### config.mk
export PLATFORM = sky130hd
export DESIGN_NAME = i2c_slave_regs
export DESIGN_NICKNAME = d
export VERILOG_FILES = /design/src/rtl/i2c_slave_regs.sv
export SDC_FILE = /design/constraint.sdc
export NUM_CORES = 1
export LEC_CHECK = 0
export BUFFER_PORTS_ARGS = -buffer_cell sky130_fd_sc_hd__buf_2
export CAP_MARGIN = 20
export CORE_UTILIZATION = 40
export DETAILED_ROUTE_END_ITERATION = 6
export GPL_TIMING_DRIVEN = 0
export HOLD_SLACK_MARGIN = 0.05
export PLACE_DENSITY = 0.52
export RECOVER_POWER = 50
export SLEW_MARGIN = 15
export SYNTH_ARGS = -nofsm -noshare
export SYNTH_HDL_FRONTEND = slang
export SYNTH_SLANG_ARGS = --single-unit
### constraint.sdc
create_clock -name clk -period 5.12 [get_ports clk]
set_input_delay 0.256 -clock clk [delete_from_list [all_inputs] [get_ports clk]]
set_output_delay 0.256 -clock clk [all_outputs]
set_load 0.02 [all_outputs]
### src/rtl/i2c_slave_regs.sv
`default_nettype none
// ============================================================================
// Module : i2c_slave_regs
// Brief  : Oversampled I2C target exposing an 8-bit register bank with
//          auto-increment writes and repeated-start reads.
// Rev    : 1.0
// ============================================================================
module i2c_slave_regs #(
    parameter logic [6:0] CHIP_ADDR = 7'h39,
    parameter int         REG_DEPTH = 32,
    parameter logic [7:0] RESET_VAL = 8'h00
) (
    input  logic       clk,
    input  logic       reset,
    input  logic       scl_in,
    input  logic       sda_in,
    output logic       sda_oen,
    output logic       busy,
    output logic       wr_stb,
    output logic [7:0] wr_addr,
    output logic [7:0] wr_data,
    input  logic [7:0] host_addr,
    output logic [7:0] host_rdata
);
    localparam int         AW    = (REG_DEPTH > 1) ? $clog2(REG_DEPTH) : 1;
    localparam logic [8:0] DEPTH = 9'(REG_DEPTH);

    typedef enum logic [3:0] {
        S_IDLE      = 4'd0,
        S_ADDR      = 4'd1,
        S_ADDR_ACK  = 4'd2,
        S_REG       = 4'd3,
        S_REG_ACK   = 4'd4,
        S_WDATA     = 4'd5,
        S_WDATA_ACK = 4'd6,
        S_RDATA     = 4'd7,
        S_RDATA_ACK = 4'd8,
        S_IGNORE    = 4'd9
    } state_t;

    state_t     state;
    logic [7:0] regs [REG_DEPTH];
    logic [7:0] ptr;
    logic [7:0] shift;
    logic [3:0] cnt;
    logic       rw;

    logic scl_m, scl_s, scl_h;
    logic sda_m, sda_s, sda_h;
    logic scl_rise, scl_fall, start, stop;
    logic [7:0] rx_byte, rd_cur, rd_nxt, host_val;

    function automatic logic [7:0] rd_reg(input logic [7:0] a);
        if ({1'b0, a} < DEPTH)
            return regs[a[AW-1:0]];
        return 8'hFF;
    endfunction

    // Sync flops idle high so leaving reset never looks like a bus edge.
    always_ff @(posedge clk) begin
        if (!reset) begin
            {scl_m, scl_s, scl_h} <= 3'b111;
            {sda_m, sda_s, sda_h} <= 3'b111;
        end else begin
            {scl_m, scl_s, scl_h} <= {scl_in, scl_m, scl_s};
            {sda_m, sda_s, sda_h} <= {sda_in, sda_m, sda_s};
        end
    end

    assign scl_rise = scl_s & ~scl_h;
    assign scl_fall = ~scl_s & scl_h;
    assign start    = scl_s & scl_h & sda_h & ~sda_s;
    assign stop     = scl_s & scl_h & ~sda_h & sda_s;
    assign rx_byte  = {shift[6:0], sda_s};
    assign rd_cur   = rd_reg(ptr);
    assign rd_nxt   = rd_reg(ptr + 8'd1);
    assign host_val = rd_reg(host_addr);

    always_ff @(posedge clk) begin
        if (!reset) begin
            state      <= S_IDLE;
            ptr        <= 8'h00;
            shift      <= 8'h00;
            cnt        <= 4'd0;
            rw         <= 1'b0;
            sda_oen    <= 1'b1;
            busy       <= 1'b0;
            wr_stb     <= 1'b0;
            wr_addr    <= 8'h00;
            wr_data    <= 8'h00;
            host_rdata <= 8'h00;
            for (int i = 0; i < REG_DEPTH; i++)
                regs[i] <= RESET_VAL;
        end else begin
            wr_stb     <= 1'b0;
            host_rdata <= host_val;
            if (start) begin
                state   <= S_ADDR;
                cnt     <= 4'd0;
                sda_oen <= 1'b1;
                busy    <= 1'b0;
            end else if (stop) begin
                state   <= S_IDLE;
                sda_oen <= 1'b1;
                busy    <= 1'b0;
            end else begin
                case (state)
                    S_ADDR: if (scl_rise) begin
                        shift <= rx_byte;
                        cnt   <= cnt + 4'd1;
                        if (cnt == 4'd7) begin
                            cnt <= 4'd0;
                            if (rx_byte[7:1] == CHIP_ADDR) begin
                                rw    <= rx_byte[0];
                                busy  <= 1'b1;
                                state <= S_ADDR_ACK;
                            end else begin
                                state <= S_IGNORE;
                            end
                        end
                    end
                    S_REG: if (scl_rise) begin
                        shift <= rx_byte;
                        cnt   <= cnt + 4'd1;
                        if (cnt == 4'd7) begin
                            cnt   <= 4'd0;
                            ptr   <= rx_byte;
                            state <= S_REG_ACK;
                        end
                    end
                    S_WDATA: if (scl_rise) begin
                        shift <= rx_byte;
                        cnt   <= cnt + 4'd1;
                        if (cnt == 4'd7) begin
                            cnt     <= 4'd0;
                            wr_stb  <= 1'b1;
                            wr_addr <= ptr;
                            wr_data <= rx_byte;
                            if ({1'b0, ptr} < DEPTH)
                                regs[ptr[AW-1:0]] <= rx_byte;
                            ptr   <= ptr + 8'd1;
                            state <= S_WDATA_ACK;
                        end
                    end
                    // First fall in an ACK slot pulls SDA low, the second ends the slot.
                    S_ADDR_ACK, S_REG_ACK, S_WDATA_ACK: if (scl_fall) begin
                        if (sda_oen) begin
                            sda_oen <= 1'b0;
                        end else begin
                            sda_oen <= 1'b1;
                            cnt     <= 4'd0;
                            if (state != S_ADDR_ACK) begin
                                state <= S_WDATA;
                            end else if (rw) begin
                                state   <= S_RDATA;
                                shift   <= rd_cur;
                                sda_oen <= rd_cur[7];
                            end else begin
                                state <= S_REG;
                            end
                        end
                    end
                    S_RDATA: begin
                        if (scl_rise) begin
                            cnt <= cnt + 4'd1;
                        end else if (scl_fall) begin
                            if (cnt == 4'd0) begin
                                sda_oen <= shift[7];
                            end else if (cnt == 4'd8) begin
                                sda_oen <= 1'b1;
                                cnt     <= 4'd0;
                                state   <= S_RDATA_ACK;
                            end else begin
                                sda_oen <= shift[6];
                                shift   <= {shift[6:0], 1'b1};
                            end
                        end
                    end
                    S_RDATA_ACK: if (scl_rise) begin
                        if (!sda_s) begin
                            ptr   <= ptr + 8'd1;
                            shift <= rd_nxt;
                            cnt   <= 4'd0;
                            state <= S_RDATA;
                        end else begin
                            state <= S_IGNORE;
                        end
                    end
                    S_IDLE, S_IGNORE: ;
                    default: state <= S_IDLE;
                endcase
            end
        end
    end
endmodule
`default_nettype wire
# Word level (Yosys, flattened, before mapping)
# Memories as Yosys holds them, arrays and structs flattened. A register that Yosys moved wholly into a read port is not among the register bits.
# Index checks and enable logic that the tools add are counted.
op_classes:
  addsub: 2
  magnitude_cmp: 3
  n_eq_ne: 48
  muxes: 82
  bitwise_logic: 17
  n_reduce_logical: 21
op_table:
  columns: ["cell", "n"]
  rows:
  - ["8-bit two-way mux", 24]
  - ["4-bit two-way mux", 25]
  - ["4-bit inequality test (second input constant)", 13]
  - ["14-bit AND reduction", 3]
  - ["2-bit inequality test (second input constant)", 17]
  - ["8-bit one-hot mux with 4 select lines", 1]
  - ["4-bit one-hot mux with 7 select lines", 1]
  - ["8-bit by 6-bit less-than comparator with 1-bit output (second input constant)", 3]
  - ["8-bit one-hot mux with 3 select lines", 1]
  - ["1-bit two-way mux", 23]
  - ["4-bit by 3-bit == test with 1-bit output (second input constant)", 5]
  - ["4-bit one-hot mux with 4 select lines", 1]
  - ["5-bit two-way mux", 3]
  - ["4-bit == test (second input constant)", 3]
  - ["3-bit inequality test (second input constant)", 4]
  - ["1-bit inverter", 10]
  - ["10-bit AND reduction", 1]
  - ["9-bit AND reduction", 1]
  - ["3-bit OR reduction", 3]
  - ["8-bit by 1-bit adder with 8-bit output (second input constant)", 1]
  - ["4-bit by 2-bit == test with 1-bit output (second input constant)", 2]
  - ["4-bit zero test", 2]
  - ["4-bit AND reduction", 2]
  - ["8-bit OR reduction", 1]
  - ["other kinds (15)", 23]
totals:
  ff_bits: 58
  ram_bits: 256
  input_bits: 12
  output_inout_bits: 27
  word_cells: 192
  mem_count: 1
mem_list:
  columns: ["name", "words", "word_bits", "rd", "rd_ports_with_merged_regs", "write_ports", "line", "source"]
  rows:
  - ["regs", 32, 8, 3, 1, 32, "42", "logic [7:0] regs [REG_DEPTH];"]

# Depth between registers and ports, before layout
# Gate-level depths: netlist of the first run.
logic_depth:
  word_depth: 11
  depth_mapped: 13
  mapped_depth_nobuf: 8

# Least setup slack after synthesis of the first run
# OpenSTA, ideal clock, no wires.
synth_timing:
  kind: "register to register"
  start: "register ptr[0]"
  end: "register shift[3]"
  setup_ps: 144
  arrival_ps: 3339
  required_ps: 4976
  setup_slack_ps: 1637
  stages_incl_launch_ff: 12
  n_path_buf: 5
  synth_period_minus_slack_ps: 3483
  path_cell_list: "dfxtp_1 > buf_2 > buf_2 > buf_1 > inv_1 > ha_1 > clkbuf_1 > clkbuf_1 > mux4_2 > mux4_1 > a21oi_1 > a31oi_1"
synth_between:
  elab_chain_len: 8
  word_cells_on_any_way: 16
  classes_between: "1 x add/sub; 2 x order compare; 12 x mux; 1 x memory"
synth_rtl:
  columns: ["element", "line", "source"]
  rows:
  - ["from (decl)", "43", "logic [7:0] ptr;"]
  - ["from (signal assigned)", "127", "ptr <= rx_byte;"]
  - ["from (signal assigned)", "141", "ptr <= ptr + 8'd1;"]
  - ["from (signal assigned)", "181", "ptr <= ptr + 8'd1;"]
  - ["parallel branches: the longest is 7 deep, another holds 8-bit by 1-bit adder with 8-bit output", null, null]
  - ["8-bit one-hot mux with 4 select lines *", "107", "case (state)"]
  - ["to (signal assigned)", "109", "shift <= rx_byte;"]
  - ["to (signal assigned)", "123", "shift <= rx_byte;"]
  - ["to (signal assigned)", "156", "shift <= rd_cur;"]
  - ["to (decl)", "44", "logic [7:0] shift;"]
# Mark *: on every way between the ends. The select of a mux whose other input is x is not followed.
# A chain may end at the register's enable or synchronous reset.

# Final worst setup path of the first run
layout_timing:
  start: "register ptr[0]"
  end: "register shift[5]"
# Same word-level chain as after synthesis.

==> impl_metrics.toml, run 1 <==
[timing]
worst_slew_pin_slew_ps = 1390
max_freq_mhz = 201
finalSetupViolations = 0
hold_viol = 0
slew_violations = 0
finalCritPeriodShare_pct = 97.0
rsz0062_at_grt = "no"
fin_crit_ps = 4970
maxSlewHeadroom_pct = 7.18
skew_ps = 26.9
setup_tns_ps = 0

[clock_tree]
clk_latency_ps = 590
cts_tree = "built"
clock_sinks = 319
cts_max_path_buffers = 3
ctsRootBufferMaster = "clkbuf_16"
clk_pin_slew_ps = 60
cts_setup_buffers = 0
numCtsBuffers = 40
htreeDepth = 2

[logic_synthesis]
ys_types = 69
yosysTopAreaCell = "edfxtp_1"
synth_fa_ha_area_share_pct = 0.601
synthSimpleGateAreaFrac_pct = 12.3
ys_top_cells_by_area = "edfxtp_1, mux4_2, nor3_1"
synth.area.mux_share_pct = 28.9
synth_cells = 1442
postSynth.asyncResetShare_pct = 0
syn_avg_cell_area_um2 = 13.0
synth_edf_count = 256
synth_ff_type = "edfxtp_1"
synth-seq-cells = 319
syn-num-nets = 1463
synth_area_um2 = 18700
synth-xor-area-share_pct = 0.280
yosysSeqAreaShare_pct = 47.7
synth_compound_area_share_pct = 6.15
synth_top_family_by_area = "multiplexers"
yosysWarnings = 0
synth_top_area_share_pct = 41.0

[detailed_routing]
drtIter0Drc = 2257
wl_per_cell_um = 35.9
post-route-drc-count = 0
vias_per_cell = 6.80
ant_nets = 0
first_pass_iters = 5
drt_wl_total_mm = 78.3
vias = 14800

[power]
ir_drop_uv = 243
power_leakage_nw = 6.49
p_per_area_nw_per_um2 = 333

[critical_path]
crit_arrival_ps = 5390
critical_path_required_ps = 5550
slowest_stage = "buf_1"
cp_max_fo = 11
crit_path_frequent_cell = "buf_2"
max_stage_delay_ps = 830
crit_type = "flip-flop to flip-flop"
crit_chain = "buf_2, buf_2, clkdlybuf4s15_2, inv_1, ha_1, buf_1, mux4_2, mux2i_1, o22ai_1, a21oi_1, a31oi_1"
cp-end-kind = "flip-flop"
start_kind = "flip-flop"

[place]
dp.final_hpwl_mm = 59.1
globalplace.congestion = 1.11
port_buffers = 33
postPlaceCellArea_um2 = 19800

[outcome]
status = "finished, final reports clean"

[final_layout]
fin_nets = 1566
final_cell_mix = "nor3_1, edfxtp_1, mux4_2"
drive_gt1_share_pct = 21.4
area_growth_syn_to_layout_pct = 13.0
final_common_cell = "nor3_1"
finalInstanceArea_um2 = 21200
multiInputGateArea_um2 = 9040
nFillCells = 4168
ff_latch_area_um2 = 8950

[die]
rows = 78
start_util_pct = 41.0
core-area_um2 = 45800
ios = 39
die_x_um = 219
die_h_um = 219
dieArea_um2 = 47700

[global_routing]
grt_remaining_overflow = 0
antenna_found_initial = 3
grt_max_degree = 13
grt.total_usage_pct = 33.5
grt_first_pass_wirelength_mm = 110
grt_pass1_vias = 14100

[run]
max_cap_violations = 0

[min_path]
hp-class = "primary input to flip-flop"
sequential cells by signal (all words and copies together), names as in the netlist, 4 cells and up, named ones only:
name	count
wr_data	8
ptr	8
wr_addr	8
host_rdata	8
shift	8
state	4
cnt	4
regs	256
worst paths after layout:
| check | startpoint | endpoint | slack, ps | cells past startpoint |
|---|---|---|---|---|
| worst min register to register | sda_m$_SDFF_PN1_ | sda_s$_SDFF_PN1_ | 420 | 1 |
| worst max register to register | ptr[0]$_SDFFE_PN0P_ | shift[5]$_SDFFE_PN0P_ | 150 | 11 |
| worst max-delay path | ptr[0]$_SDFFE_PN0P_ | shift[5]$_SDFFE_PN0P_ | 150 | 11 |
| worst min-delay path | reset | sda_m$_SDFF_PN1_ | 160 | 3 |
report_power, final:
part	internal, mW	switching [mW]	total [mW]	leakage, nW
sequential	2.91	0.129	3.04	3.13
clock	1.70	1.18	2.88	0.652
combinational	0.325	0.816	1.14	2.71
worst max-delay path: cells and delay by family (launching register included):
family / cells / cell delay, ps
compound gates: 3 / 590
buf+inv: 5 / 2190
flops: 1 / 360
mux: 2 / 1000
fa+ha+maj: 1 / 670
metrics by stage:
step	util [%]	setup WS (ps)	power, mW	hold WS [ps]	cells
after floorplan	-	1640	3.68	357	1442
after global placement	43.0	-117	4.19	406	2075
after detailed placement	43.3	-137	4.20	391	2095
after CTS	46.4	123	7.05	154	2176
after global routing	46.3	105	7.24	191	2177
final	46.3	154	7.06	157	2179
Yosys cell counts (all sizes together), types with 4 or more instances:
library cell	number
edfxtp	256
a22o	7
o21ai	57
buf	49
nor4	7
and2	4
clkbuf	121
a31oi	12
nand2	63
nand3	12
dfxtp	63
inv	14
nor2	38
a21boi	8
or3	5
nor2b	15
o22ai	15
mux2	4
nand2b	11
nor3	269
mux4	204
a22oi	17
mux2i	77
or2	5
a21oi	42
ha	9
repair_timing:
| item | CTS | global route |
|---|---|---|
| hold buffers | 7 | 0 |
| gates resized for setup | 2 | 0 |
| gates cloned | 0 | 0 |
| endpoints found under the setup margin | 4 | 4 |
| hold endpoints to repair | 6 | 0 |
cells by family (layout without fill, tap and decap cells):
logic type                 count (synthesis)  in the layout
other                                      0              2
adders and majority gates                  9              9
and+or+nand+nor                          454            454
muxes                                    285            285
xor gates and xnor gates                   6              6
DFF                                      319            319
buffers and inverters                    186            321
AOI/OAI and AO/OA                        183            183
layer usage:
metal	part of all wire (%)	vias to the layer above	GRT usage, %	wire length, um
li1	-	6002	-	-
met1	39	7564	44.5	30400
met3	12	175	9.95	9060
met5	0.015	-	0	12
met4	4.7	2	15.0	3710
met2	45	1068	50.5	35200
area by class of cell:
cell class,count,share of cell area [%]
clock inverter,22,0.945
sequential,319,42.3
antenna,2,0.0236
clock buffer,52,5.28
multi-input combinational,937,42.7
tap,600,3.54
timing repair buffer,62,1.69
inverter,16,0.284
buffer,169,3.31
Note: power is estimated with default switching activity, not from simulation.
==> run 2, diff against run 1 <==
--- a/config.mk
+++ b/config.mk
@@ -7,6 +7,7 @@
 export LEC_CHECK = 0
 export BUFFER_PORTS_ARGS = -buffer_cell sky130_fd_sc_hd__buf_2
 export CAP_MARGIN = 20
+export CORE_ASPECT_RATIO = 1.2
 export CORE_UTILIZATION = 40
 export DETAILED_ROUTE_END_ITERATION = 6
 export GPL_TIMING_DRIVEN = 0
==> impl_metrics.toml, run 2 (synthesis results as in run 1) <==
[power]
ir_drop_uv = 233
power_leakage_nw = 6.43
p_per_area_nw_per_um2 = 332

[critical_path]
timing.rr.start = "ptr[0]$_SDFFE_PN0P_"
crit_type = "flip-flop to flip-flop"
worstReg2RegEnd = "shift[5]$_SDFFE_PN0P_"
start_kind = "flip-flop"
r2r_cells = 12
critical_path_required_ps = 5540
r2r_slack_ps = 170
crit_arrival_ps = 5380
max_stage_delay_ps = 690
slowest_stage = "ha_1"
crit_path_frequent_cell = "buf_2"
cp_max_fo = 11
cp-end-kind = "flip-flop"
crit_chain = "buf_2, buf_2, clkdlybuf4s15_2, inv_1, ha_1, buf_2, clkbuf_1, mux4_2, nand2_1, nand2_1, a21oi_1, a31oi_1"

[final_layout]
diodes = 0
drive_gt1_share_pct = 21.3
area_growth_syn_to_layout_pct = 12.6
layout.cells.non_filler = 2182
fin_nets = 1560
top_register = "regs"
final_cell_mix = "nor3_1, edfxtp_1, mux4_2"
final_common_cell = "nor3_1"
largest_register_ffs = 256

[timing]
rsz0062_at_grt = "no"
skew_ps = 31.1
worst_slew_pin_slew_ps = 1470
finalCritPeriodShare_pct = 96.7
maxSlewHeadroom_pct = 2.15
max_freq_mhz = 202
fin_ws_ps = 166
hold_viol = 0
slew_violations = 0
fin_crit_ps = 4950
finalSetupViolations = 0

[detailed_routing]
drtIter0Drc = 2086
ant_nets = 0
drt_wl_total_mm = 79.7
vias_per_cell = 6.84
wl_per_cell_um = 36.5
post-route-drc-count = 0
vias = 14900
first_pass_iters = 7

[place]
dp_slack_ps = -229
dp_cells = 2111
port_buffers = 33
dp.final_hpwl_mm = 59.9
globalplace.congestion = 1.04

[global_routing]
grt_pass1_vias = 14500
antenna_found_initial = 2
grt_first_pass_wirelength_mm = 111
grt_remaining_overflow = 0
grt_max_degree = 14
grt.total_usage_pct = 34.1

[die]
ios = 39
start_util_pct = 40.7
die_h_um = 239
dieArea_um2 = 47700
rows = 86
die_x_um = 200
core-area_um2 = 46100

[min_path]
holdPathEnd = "host_rdata[0]$_SDFF_PN0_"
hp-start = "host_addr[5]"
hold_depth = 3
hp-class = "primary input to flip-flop"

[clock_tree]
clk_pin_slew_ps = 60
numCtsBuffers = 38
clock_sinks = 319
clk_latency_ps = 590
ctsRootBufferMaster = "clkbuf_16"
cts_setup_buffers = 0
htreeDepth = 2
cts_tree = "built"
cts_max_path_buffers = 3

[run]
max_cap_violations = 0

[outcome]
status = "finished, final reports clean"
[run 2: changes by cell type in the layout (fill, tap and decap cells not counted), sizes merged]
| cell | change |
|---|---|
| diode | -2 |
| clkbuf | -2 |
| clkinv | -6 |
| dlygate4sd3 | -5 |
| clkinvlp | -1 |
| inv | +3 |
[run 2: repair_timing]
action,in CTS,in global routing
hold buffers,2,0
hold endpoints to repair,2,0
resized for setup,2,0
setup endpoints to repair,6,5
[run 2: how the worst max path moves through the flow]
stage / from / to / slack, ps / cells past startpoint
6_report: ptr[0]$_SDFFE_PN0P_ / shift[5]$_SDFFE_PN0P_ / 170 / 12
2_1_floorplan: ptr[0]$_SDFFE_PN0P_ / shift[3]$_SDFFE_PN0P_ / 1640 / 11
3_5_place_dp: ptr[0]$_SDFFE_PN0P_ / shift[5]$_SDFFE_PN0P_ / -230 / 13
4_1_cts: ptr[0]$_SDFFE_PN0P_ / shift[5]$_SDFFE_PN0P_ / 40 / 13
3_3_place_gp: ptr[0]$_SDFFE_PN0P_ / shift[5]$_SDFFE_PN0P_ / -200 / 13
5_1_grt: ptr[0]$_SDFFE_PN0P_ / shift[5]$_SDFFE_PN0P_ / 140 / 12
[run 2: worst max-delay path, delay by kind of cell, from the launching register on]
family	cells	cell delay (ps)
buffers and inverters	6	2590
DFF	1	360
AOI/OAI and AO/OA	2	500
adders and majority gates	1	690
and+or+nand+nor	2	240
muxes	1	410
[run 2: where the power goes]
group / total, mW / internal [mW] / switching, mW
Combinational: 1.14 / 0.323 / 0.818
Clock: 2.82 / 1.64 / 1.18
Sequential: 3.04 / 2.91 / 0.134
Total: 7.00 / 4.87 / 2.13
[run 2: final cells by class]
type / instances / area, um2
plain buffers: 169 / 697
fillers: 4288 / 24900
clock inverters: 18 / 194
well taps: 616 / 771
repair buffers: 58 / 332
flip-flops and latches: 319 / 8950
multi-input cells: 937 / 9040
clock buffers: 49 / 1070
inverters: 16 / 60.1
[run 2: metrics by stage]
| step | hold WS, ps | power (mW) | utilization (%) | setup TNS [ps] | instance area [um2] |
|---|---|---|---|---|---|
| 5_1_grt | 146 | 7.14 | 45.8 | 0 | 21100 |
| 6_report | 106 | 7.00 | 45.8 | 0 | 21100 |
| 4_1_cts | 89.5 | 6.97 | 45.9 | 0 | 21200 |
| 3_3_place_gp | 400 | 4.18 | 42.7 | -761 | 19700 |
| 3_5_place_dp | 409 | 4.19 | 43.1 | -914 | 19900 |
| 2_1_floorplan | 357 | 3.68 | - | 0 | 18700 |
[run 2: routing by layer]
metal / vias up / track usage, % / wire, um
met4: 2 / 19.8 / 5130
met5: - / 0 / 13
li1: 5989 / - / -
met3: 221 / 7.15 / 8000
met1: 7651 / 42.7 / 28800
met2: 1068 / 54.6 / 37800
